[src/rtl/chicken_board_pkg.sv]
// Shared constants for the chicken race board and the tile-order randomiser,
// plus the board FSM state encoding.
package chicken_board_pkg;
    localparam int N_EDGE   = 24;
    localparam int N_CENTER = 12;
    localparam int TILE_W   = 4;
    localparam int POS_W    = 5;
    localparam int PLY_W    = 2;

    localparam logic [1:0] S_IDLE   = 2'd0;
    localparam logic [1:0] S_TURN   = 2'd1;
    localparam logic [1:0] S_RESULT = 2'd2;
    localparam logic [1:0] S_WIN    = 2'd3;
endpackage

[src/rtl/chicken_board_ring_target.sv]
// Next free edge position ahead of a chicken, skipping occupied tiles, with wrap.
module ring_target
    import chicken_board_pkg::*;
#(
    parameter int N_PLAYERS = 2
) (
    input  logic [POS_W-1:0]  cur_pos_i,
    input  logic [N_EDGE-1:0] occ_i,
    output logic [POS_W-1:0]  tgt_o,
    output logic [POS_W-1:0]  step_o
);
    always_comb begin
        logic [POS_W-1:0] pc;
        logic             found;
        tgt_o  = '0;
        step_o = '0;
        found  = 1'b0;
        pc     = cur_pos_i;
        // Other chickens number N_PLAYERS-1, so a free slot exists within N_PLAYERS steps.
        for (int k = 1; k <= N_PLAYERS; k++) begin
            pc = (pc == POS_W'(N_EDGE - 1)) ? '0 : pc + POS_W'(1);
            if (!found && !occ_i[pc]) begin
                tgt_o  = pc;
                step_o = POS_W'(k);
                found  = 1'b1;
            end
        end
    end
endmodule

[src/rtl/chicken_board.sv]
// Chicken race game-board engine: captures tile orders, runs flips, moves
// chickens around the edge ring and detects the winner.
module chicken_board
    import chicken_board_pkg::*;
#(
    parameter int N_PLAYERS = 2
) (
    input  logic                         clk_i,
    input  logic                         rst_i,
    input  logic                         load_i,
    input  logic [N_EDGE*TILE_W-1:0]     edge_order_i,
    input  logic [N_CENTER*TILE_W-1:0]   center_order_i,
    input  logic                         flip_valid_i,
    input  logic [3:0]                   flip_idx_i,
    output logic                         flip_ready_o,
    output logic                         flip_err_o,
    output logic [PLY_W-1:0]             cur_player_o,
    output logic [N_PLAYERS*POS_W-1:0]   player_pos_o,
    output logic [N_CENTER-1:0]          center_revealed_o,
    output logic                         result_valid_o,
    output logic                         result_match_o,
    output logic                         winner_valid_o,
    output logic [PLY_W-1:0]             winner_o
);
    logic [1:0]                          state_q, state_d;
    logic [N_EDGE-1:0][TILE_W-1:0]       edge_q, edge_d;
    logic [N_CENTER-1:0][TILE_W-1:0]     center_q, center_d;
    logic [N_PLAYERS-1:0][POS_W-1:0]     pos_q, pos_d, dist_q, dist_d;
    logic [N_CENTER-1:0]                 rev_q, rev_d;
    logic [PLY_W-1:0]                    cur_q, cur_d, winner_q, winner_d;
    logic                                flip_err_q, flip_err_d, match_q, match_d;
    logic [POS_W-1:0]                    tgt_q, tgt_d, step_q, step_d;

    logic [POS_W-1:0]  cur_pos, cur_dist, tgt, step, dist_new;
    logic [N_EDGE-1:0] occ;
    logic [POS_W:0]    dsum;
    logic              flip_ok;

    always_comb begin
        cur_pos  = '0;
        cur_dist = '0;
        occ      = '0;
        for (int i = 0; i < N_PLAYERS; i++) begin
            if (cur_q == PLY_W'(i)) begin
                cur_pos  = pos_q[i];
                cur_dist = dist_q[i];
            end else begin
                occ[pos_q[i]] = 1'b1;
            end
        end
        dsum     = {1'b0, cur_dist} + {1'b0, step_q};
        dist_new = dsum[POS_W] ? '1 : dsum[POS_W-1:0];
        flip_ok  = (int'(flip_idx_i) < N_CENTER) ? !rev_q[flip_idx_i] : 1'b0;
    end

    ring_target #(.N_PLAYERS(N_PLAYERS)) u_ring (
        .cur_pos_i (cur_pos),
        .occ_i     (occ),
        .tgt_o     (tgt),
        .step_o    (step)
    );

    always_comb begin
        state_d    = state_q;
        edge_d     = edge_q;
        center_d   = center_q;
        pos_d      = pos_q;
        dist_d     = dist_q;
        rev_d      = rev_q;
        cur_d      = cur_q;
        winner_d   = winner_q;
        match_d    = match_q;
        tgt_d      = tgt_q;
        step_d     = step_q;
        flip_err_d = 1'b0;
        case (state_q)
            S_TURN: if (flip_valid_i) begin
                if (!flip_ok) begin
                    flip_err_d = 1'b1;
                end else begin
                    // Outcome is resolved here so RESULT only applies it.
                    rev_d[flip_idx_i] = 1'b1;
                    match_d = (center_q[flip_idx_i] == edge_q[tgt]);
                    tgt_d   = tgt;
                    step_d  = step;
                    state_d = S_RESULT;
                end
            end
            S_RESULT: begin
                state_d = S_TURN;
                if (match_q) begin
                    for (int i = 0; i < N_PLAYERS; i++) begin
                        if (cur_q == PLY_W'(i)) begin
                            pos_d[i]  = tgt_q;
                            dist_d[i] = dist_new;
                        end
                    end
                    if (int'(dsum) >= N_EDGE) begin
                        winner_d = cur_q;
                        state_d  = S_WIN;
                    end else if (&rev_q) begin
                        rev_d = '0;
                    end
                end else begin
                    rev_d = '0;
                    cur_d = (int'(cur_q) == N_PLAYERS - 1) ? '0 : cur_q + PLY_W'(1);
                end
            end
            default: ;
        endcase
        if (load_i) begin
            edge_d     = edge_order_i;
            center_d   = center_order_i;
            for (int i = 0; i < N_PLAYERS; i++) begin
                pos_d[i]  = POS_W'(i * N_EDGE / N_PLAYERS);
                dist_d[i] = '0;
            end
            rev_d      = '0;
            cur_d      = '0;
            winner_d   = '0;
            match_d    = 1'b0;
            flip_err_d = 1'b0;
            state_d    = S_TURN;
        end
    end

    always_ff @(posedge clk_i) begin
        if (rst_i) begin
            state_q    <= S_IDLE;
            edge_q     <= '0;
            center_q   <= '0;
            pos_q      <= '0;
            dist_q     <= '0;
            rev_q      <= '0;
            cur_q      <= '0;
            winner_q   <= '0;
            match_q    <= 1'b0;
            tgt_q      <= '0;
            step_q     <= '0;
            flip_err_q <= 1'b0;
        end else begin
            state_q    <= state_d;
            edge_q     <= edge_d;
            center_q   <= center_d;
            pos_q      <= pos_d;
            dist_q     <= dist_d;
            rev_q      <= rev_d;
            cur_q      <= cur_d;
            winner_q   <= winner_d;
            match_q    <= match_d;
            tgt_q      <= tgt_d;
            step_q     <= step_d;
            flip_err_q <= flip_err_d;
        end
    end

    assign flip_ready_o      = (state_q == S_TURN);
    assign flip_err_o        = flip_err_q;
    assign cur_player_o      = cur_q;
    assign player_pos_o      = pos_q;
    assign center_revealed_o = rev_q;
    assign result_valid_o    = (state_q == S_RESULT);
    assign result_match_o    = match_q & (state_q == S_RESULT);
    assign winner_valid_o    = (state_q == S_WIN);
    assign winner_o          = winner_q;
endmodule

[config.mk]
export PLATFORM = sky130hd
export DESIGN_NAME = chicken_board
export DESIGN_NICKNAME = d
export VERILOG_FILES = /design/src/rtl/chicken_board_pkg.sv /design/src/rtl/chicken_board_ring_target.sv /design/src/rtl/chicken_board.sv
export SDC_FILE = /design/constraint.sdc
export NUM_CORES = 1
export LEC_CHECK = 0
export CELL_PAD_IN_SITES_DETAIL_PLACEMENT = 1
export CELL_PAD_IN_SITES_GLOBAL_PLACEMENT = 1
export CORE_MARGIN = 4
export CORE_UTILIZATION = 30
export DETAILED_ROUTE_END_ITERATION = 10
export DONT_BUFFER_PORTS = 1
export MAX_ROUTING_LAYER = met4
export PLACE_DENSITY = 0.52
export SYNTH_ARGS = -nofsm -noshare
export SYNTH_HDL_FRONTEND = slang
export SYNTH_SLANG_ARGS = --single-unit
[constraint.sdc]
create_clock -name clk_i -period 5.7 [get_ports clk_i]
set_clock_uncertainty 0.05 [all_clocks]
set_input_delay 0.57 -clock clk_i [delete_from_list [all_inputs] [get_ports clk_i]]
set_output_delay 0.57 -clock clk_i [all_outputs]
set_load 0.03 [all_outputs]
## Word level (Yosys, flattened, before mapping)

Index checks and enable logic that the tools add are counted.

- Reductions and logical operators: 24
- $add $sub $neg: 4
- Bitwise operators: 6
- Magnitude comparators: 11
- Mux-type cells: 49
- Eq/ne operators: 14

Operators by type and width:

| cell | count |
|---|---|
| 12-bit 2-to-1 mux | 5 |
| 5-bit 2-to-1 mux | 11 |
| 24-bit 2-to-1 mux | 2 |
| 5-bit by 6-bit < comparator with 1-bit output (second input constant) | 5 |
| 9-bit 2-to-1 mux | 3 |
| 24-bit OR | 1 |
| 12-bit one-hot mux with 2 select lines | 1 |
| 3-bit AND reduction | 7 |
| 4-bit binary-select mux with 5-bit select | 1 |
| 4-bit binary-select mux with 4-bit select | 1 |
| 4-bit 2-to-1 mux | 3 |
| 12-bit OR | 1 |
| 12-bit AND reduction | 1 |
| 5-bit by 1-bit adder with 5-bit output (second input constant) | 2 |
| 1-bit binary-select mux with 5-bit select | 2 |
| 1-bit demux with 5-bit select | 2 |
| 5-bit equality test (second input constant) | 2 |
| 5-bit by 1-bit greater-or-equal comparator with 1-bit output (second input constant) | 2 |
| 1-bit 2-to-1 mux | 10 |
| 2-bit 2-to-1 mux | 5 |
| 2-bit nonzero test | 4 |
| 5-bit by 5-bit adder with 6-bit output | 1 |
| 2-bit equality test (second input constant) | 3 |
| 6-bit by 5-bit greater-or-equal comparator with 1-bit output (second input constant) | 1 |
| other kinds (23) | 32 |

- Flip-flop bits (word level): 194
- Output and inout port bits: 31
- Bits of input ports: 152
- Logic and storage cells: 158

## Longest topological paths before layout

- Word-level depth: 15
- Depth in mapped cells: 24
- Mapped depth without buffers: 17

## By module

Synthesis repeated with hierarchy kept, for this count alone.

- Cell total of the unflattened synthesis: 1012
- Area total of the unflattened synthesis: 9833.2 µm²

Modules (own cells, without submodules):

| module | cells an instance | instances | area an instance (µm²) | sequential area each (µm²) |
|---|---|---|---|---|
| chicken_board | 884 | 1 | 8881.0 | 3883.7 |
| ring_target | 128 | 1 | 952.2 | 0.0 |

## Worst setup path before layout

Ideal clock, no wire load.

- Kind: register to register
- From: register cur_q[0], in the netlist cur_player_o[0]
- To: register match_q
- Path buffers: 5
- Clock period less this slack: 5355 ps
- Stages on the path, launching flop included: 23
- Setup slack: 345 ps
- Data required time: 5530 ps
- Arrival: 5185 ps
- Setup time: 120 ps
- Path through: dfxtp_1 -> buf_6 -> clkbuf_1 -> mux2i_1 -> nor2_1 -> ha_1 -> buf_2 -> nor2b_1 -> o211ai_2 -> buf_2 -> a222oi_1 -> a2111oi_0 -> o41a_1 -> a221oi_4 -> nor4_2 -> nor2_4 -> buf_4 -> mux2_2 -> o221ai_1 -> o22ai_1 -> or3_1 -> nand4_1 -> o31ai_1

- Cells in the longest elaborated chain, start to end: 15
- Elaborated cells between the ends (all ways): 24
- Those cells by class: add/sub (2); eq/ne (4); mux (14); bitwise (1); reduce/logical (3)

RTL lines:

| what | line | text |
|---|---|---|
| from (decl) | chicken_board.sv:30 | `logic [PLY_W-1:0] cur_q, cur_d, winner_q, winner_d;` |
| from (signal assigned) | chicken_board.sv:148 | `cur_q <= cur_d;` |
| 2-bit zero test | chicken_board.sv:44 | `if (cur_q == PLY_W'(i)) begin` |
| 5-bit 2-to-1 mux (2 in series) | chicken_board.sv:44 |  |
| 5-bit by 1-bit adder with 5-bit output / 5-bit equality test (equally long branches) | chicken_board_ring_target.sv:21 | `pc = (pc == POS_W'(N_EDGE - 1)) ? '0 : pc + POS_W'(1);` |
| 5-bit 2-to-1 mux | chicken_board_ring_target.sv:21 |  |
| 5-bit by 1-bit adder with 5-bit output / 5-bit equality test (equally long branches) | chicken_board_ring_target.sv:21 |  |
| 5-bit 2-to-1 mux | chicken_board_ring_target.sv:21 |  |
| 1-bit binary-select mux with 5-bit select | chicken_board_ring_target.sv:22 | `if (!found && !occ_i[pc]) begin` |
| 1-bit 2-to-1 mux (not written as such) | chicken_board_ring_target.sv:22 |  |
| 1-bit zero test | chicken_board_ring_target.sv:22 |  |
| 1-bit logical AND | chicken_board_ring_target.sv:22 |  |
| 5-bit 2-to-1 mux (*) | chicken_board_ring_target.sv:22 |  |
| 4-bit binary-select mux with 5-bit select (*) | chicken_board.sv:83 | `match_d = (center_q[flip_idx_i] == edge_q[tgt]);` |
| 4-bit 2-to-1 mux (not written as such) (*) | chicken_board.sv:83 |  |
| 4-bit equality test (*) | chicken_board.sv:83 |  |
| to (signal assigned) | chicken_board.sv:150 | `match_q <= match_d;` |
| to (decl) | chicken_board.sv:31 | `logic flip_err_q, flip_err_d, match_q, match_d;` |

Every way passes the cells marked *; elsewhere a longest branch is shown, timed or not. The select of a mux whose other input is x is not followed.
A chain may end at the register's enable or synchronous reset.

## Worst setup path in the final report

Ends and elaborated chain as after synthesis.

==> flow_summary_export.csv <==
group,metric,value,unit
layout,drive_above_1_share,12.9,%
setup_path,critPathRequiredTime,6.01,ns
clock_tree,cts_resized,0,
logic_synthesis,yosysTopAreaCell,"dfxtp_1",
place,place.detailed.hpwl,23400,um
setup_path,critPathMaxFanout,16,
clock_tree,clk_latency,0.45,ns
clock_tree,cts_tree,"yes",
place,io_buffers,0,
floorplan,start_util,30.4,%
clock_tree,holdBufCountCts,0,
timing,setup_viol,0,
detailed_routing,detail_route.wl_per_cell,20.8,um
logic_synthesis,yosys_register_bits,191,
layout,area_growth,11.4,%
setup_path,crit_arrival,5.53,ns
power_and_ir_drop,leakagePower,4.26,nW
timing,finalHoldViolations,0,
layout,layout_commonest_cell,"nor2_1",
logic_synthesis,synth_ff_type,"dfxtp_1",
logic_synthesis,ys_warn_count,0,
logic_synthesis,seq_area_frac_synth,38.6,%
min_path,hold_path.class,"input port to register",
clock_tree,cts-htree-levels,4,
detailed_routing,drt_iter0_drc,521,
layout,mostFrequentLayoutCells,"208 x nor2_1, 191 x dfxtp_1, 168 x mux2i_1",
logic_synthesis,synth-edff-count,0,
timing,slew_headroom,37.9,%
timing,maxSlewViolCount,0,
grt,grt_pass1_vias,8396,
logic_synthesis,synth_top_area_share,38.6,%
layout,final_nets,1229,
clock_tree,cts.sinks,191,
timing,fmax,0.192,GHz
timing,fin_crit_sh,91.5,%
grt,grt_pass1_wl,50100,um
setup_path,path_cells,"mux2i_1 -> nor2_1 -> ha_1 -> nor2b_1 -> o211ai_2 -> and2_2 -> a2111oi_0 -> o41a_1 -> a221oi_4 -> or4_4 -> nand2_1 -> buf_4 -> nand2_1 -> a32o_1 -> o41ai_1 -> nand3b_1 -> o211ai_1 -> o31ai_1",
setup_path,cp-start-kind,"register",
floorplan,die_h,190,um
clock_tree,cts_max_path_buffers,2,
grt,grt_antenna_before_repair,1,
detailed_routing,detail_route.vias_per_cell,5.25,
layout,utilization,33.9,%
timing,setup_slack,0.484,ns
place,dpl_cell_area,10500,sq um
clock_tree,numCtsBuffers,17,
setup_path,critPathKind,"register to register",
clock_tree,clk_pin_slew_worst_paths,0.08,ns
detailed_routing,drc,0,
place,dp_slack,0.401,ns
timing,rsz0062_at_grt,"false",
logic_synthesis,syn_area_per_cell,9.09,sq um
grt,track_usage,18.1,%
logic_synthesis,synth.distinct_cells,79,
clock_tree,post_cts_buffers,0,
power_and_ir_drop,vdd_ir_drop_max,0.000201,V
setup_path,slowest_stage,"or4_4",
layout,stdcell_area,11000,sq um
grt,overflow,0,
detailed_routing,wirelength,31800,um
floorplan,io_pins,183,
clock_tree,cts_root_buf,"clkbuf_16",
timing,fin_crit,5.22,ns
floorplan,rows,66,
setup_path,cp-end-kind,"register",
floorplan,dieArea,36000,sq um
logic_synthesis,syn_nets,1247,
detailed_routing,drtPass1Iterations,8,
detailed_routing,vias,8025,
power_and_ir_drop,p_total,2.80,mW
floorplan,die_w,190,um
logic_synthesis,synthCells,1090,
detailed_routing,ant_nets,0,
setup_path,critPathMostFrequentCell,"nand2_1",
timing,worst_slew_pin_slew,0.929,ns
logic_synthesis,async_flop_share,0,%
timing,fin_setup_tns,0,ns
status,status,"finished, final reports clean",
power_and_ir_drop,powerDensity,253,nW/um^2
logic_synthesis,synthesis.area,9910,sq um
run,maxCapViolations,0,
floorplan,core_area,32500,sq um
grt,grt_start_max_net_pins,157,
logic_synthesis,synth_area_leaders,"dfxtp_1 39%, mux2i_1 17%, nor2_1 7.9%",
place,gp_congestion,0.788,
setup_path,crit_path_max_incr_delay,0.65,ns
cells in the mapped netlist (all sizes together), types with 3 or more instances:
cell / number
nor2: 210
dfxtp: 191
mux2i: 171
nand2: 93
buf: 48
a21oi: 37
clkbuf: 36
nand3: 34
a22oi: 26
mux4: 23
o21ai: 17
nor3: 15
and3: 13
inv: 13
nor3b: 13
a31oi: 11
a2111oi: 10
a211oi: 10
mux2: 10
a222oi: 8
nand4: 8
nor2b: 8
o31ai: 6
a32o: 5
o22ai: 5
and2: 4
ha: 4
nor4: 4
xnor2: 4
a311oi: 3
a32oi: 3
and3b: 3
nand2b: 3
o2bb2ai: 3
or2: 3
or3: 3
area by class of cell:
class	instances	area (sq um)
flip-flops and latches	191	3820
repair buffers	47	365
inverters	13	48.8
multi-input cells	802	5670
clock inverters	14	148
diodes	1	2.50
well taps	442	553
clock buffers	18	429
fillers	3802	21500
critical path: cells and delay by family (launching register included):
family          cells  cell delay, ns
simple gates        7            1.94
compound gates      8            2.10
flops               1            0.44
mux                 1            0.11
buf+inv             1            0.28
fa+ha+maj           1            0.20
kinds of logic after synthesis:
kind of cell             share of synthesized area [%]
AND/OR/NAND/NOR                                   19.1
multiplexers                                      23.8
flip-flops                                        38.6
AO/OA/AOI/OAI                                     12.5
buffers and inverters                             4.26
XOR/XNOR                                          1.07
adder cells (fa/ha/maj)                          0.707
sequential cells by signal, summed over array words and instances, names as in the netlist:
register,cells
player_pos_o,10
cur_player_o,2
dist_q,10
match_q,1
tgt_q,5
center_q,48
state_q,2
step_q,2
flip_err_o,1
center_revealed_o,12
edge_q,96
winner_o,2
through the flow:
| step | instances | hold slack, ns |
|---|---|---|
| after floorplan | 1090 | 0.386 |
| after global placement | 1495 | 0.401 |
| after detailed placement | 1495 | 0.407 |
| after CTS | 1527 | 0.112 |
| after global routing | 1528 | 0.106 |
| final | 1528 | 0.132 |
per-layer routing:
layer  part of all wire (%)  GRT usage (%)
met3                    5.7           5.39
met5                      0              -
met1                     46           22.9
met2                     48           29.3
met4                   0.86           3.39
worst paths after layout:
check                  start     endpoint  slack (ns)  cells after the start
max reg2reg  cur_player_o[0]      match_q        0.48                     18
max          cur_player_o[0]      match_q        0.48                     18
min                    rst_i  center_q[8]        0.13                      1
min reg2reg        dist_q[8]    dist_q[8]        0.41                      2
report_power, final:
group	switching [mW]	internal, mW	total (mW)
clock network	0.601	0.583	1.18
logic	0.0735	0.0981	0.172
registers	0.0420	1.40	1.44
No activity file was read; power rests on OpenSTA's default activity.
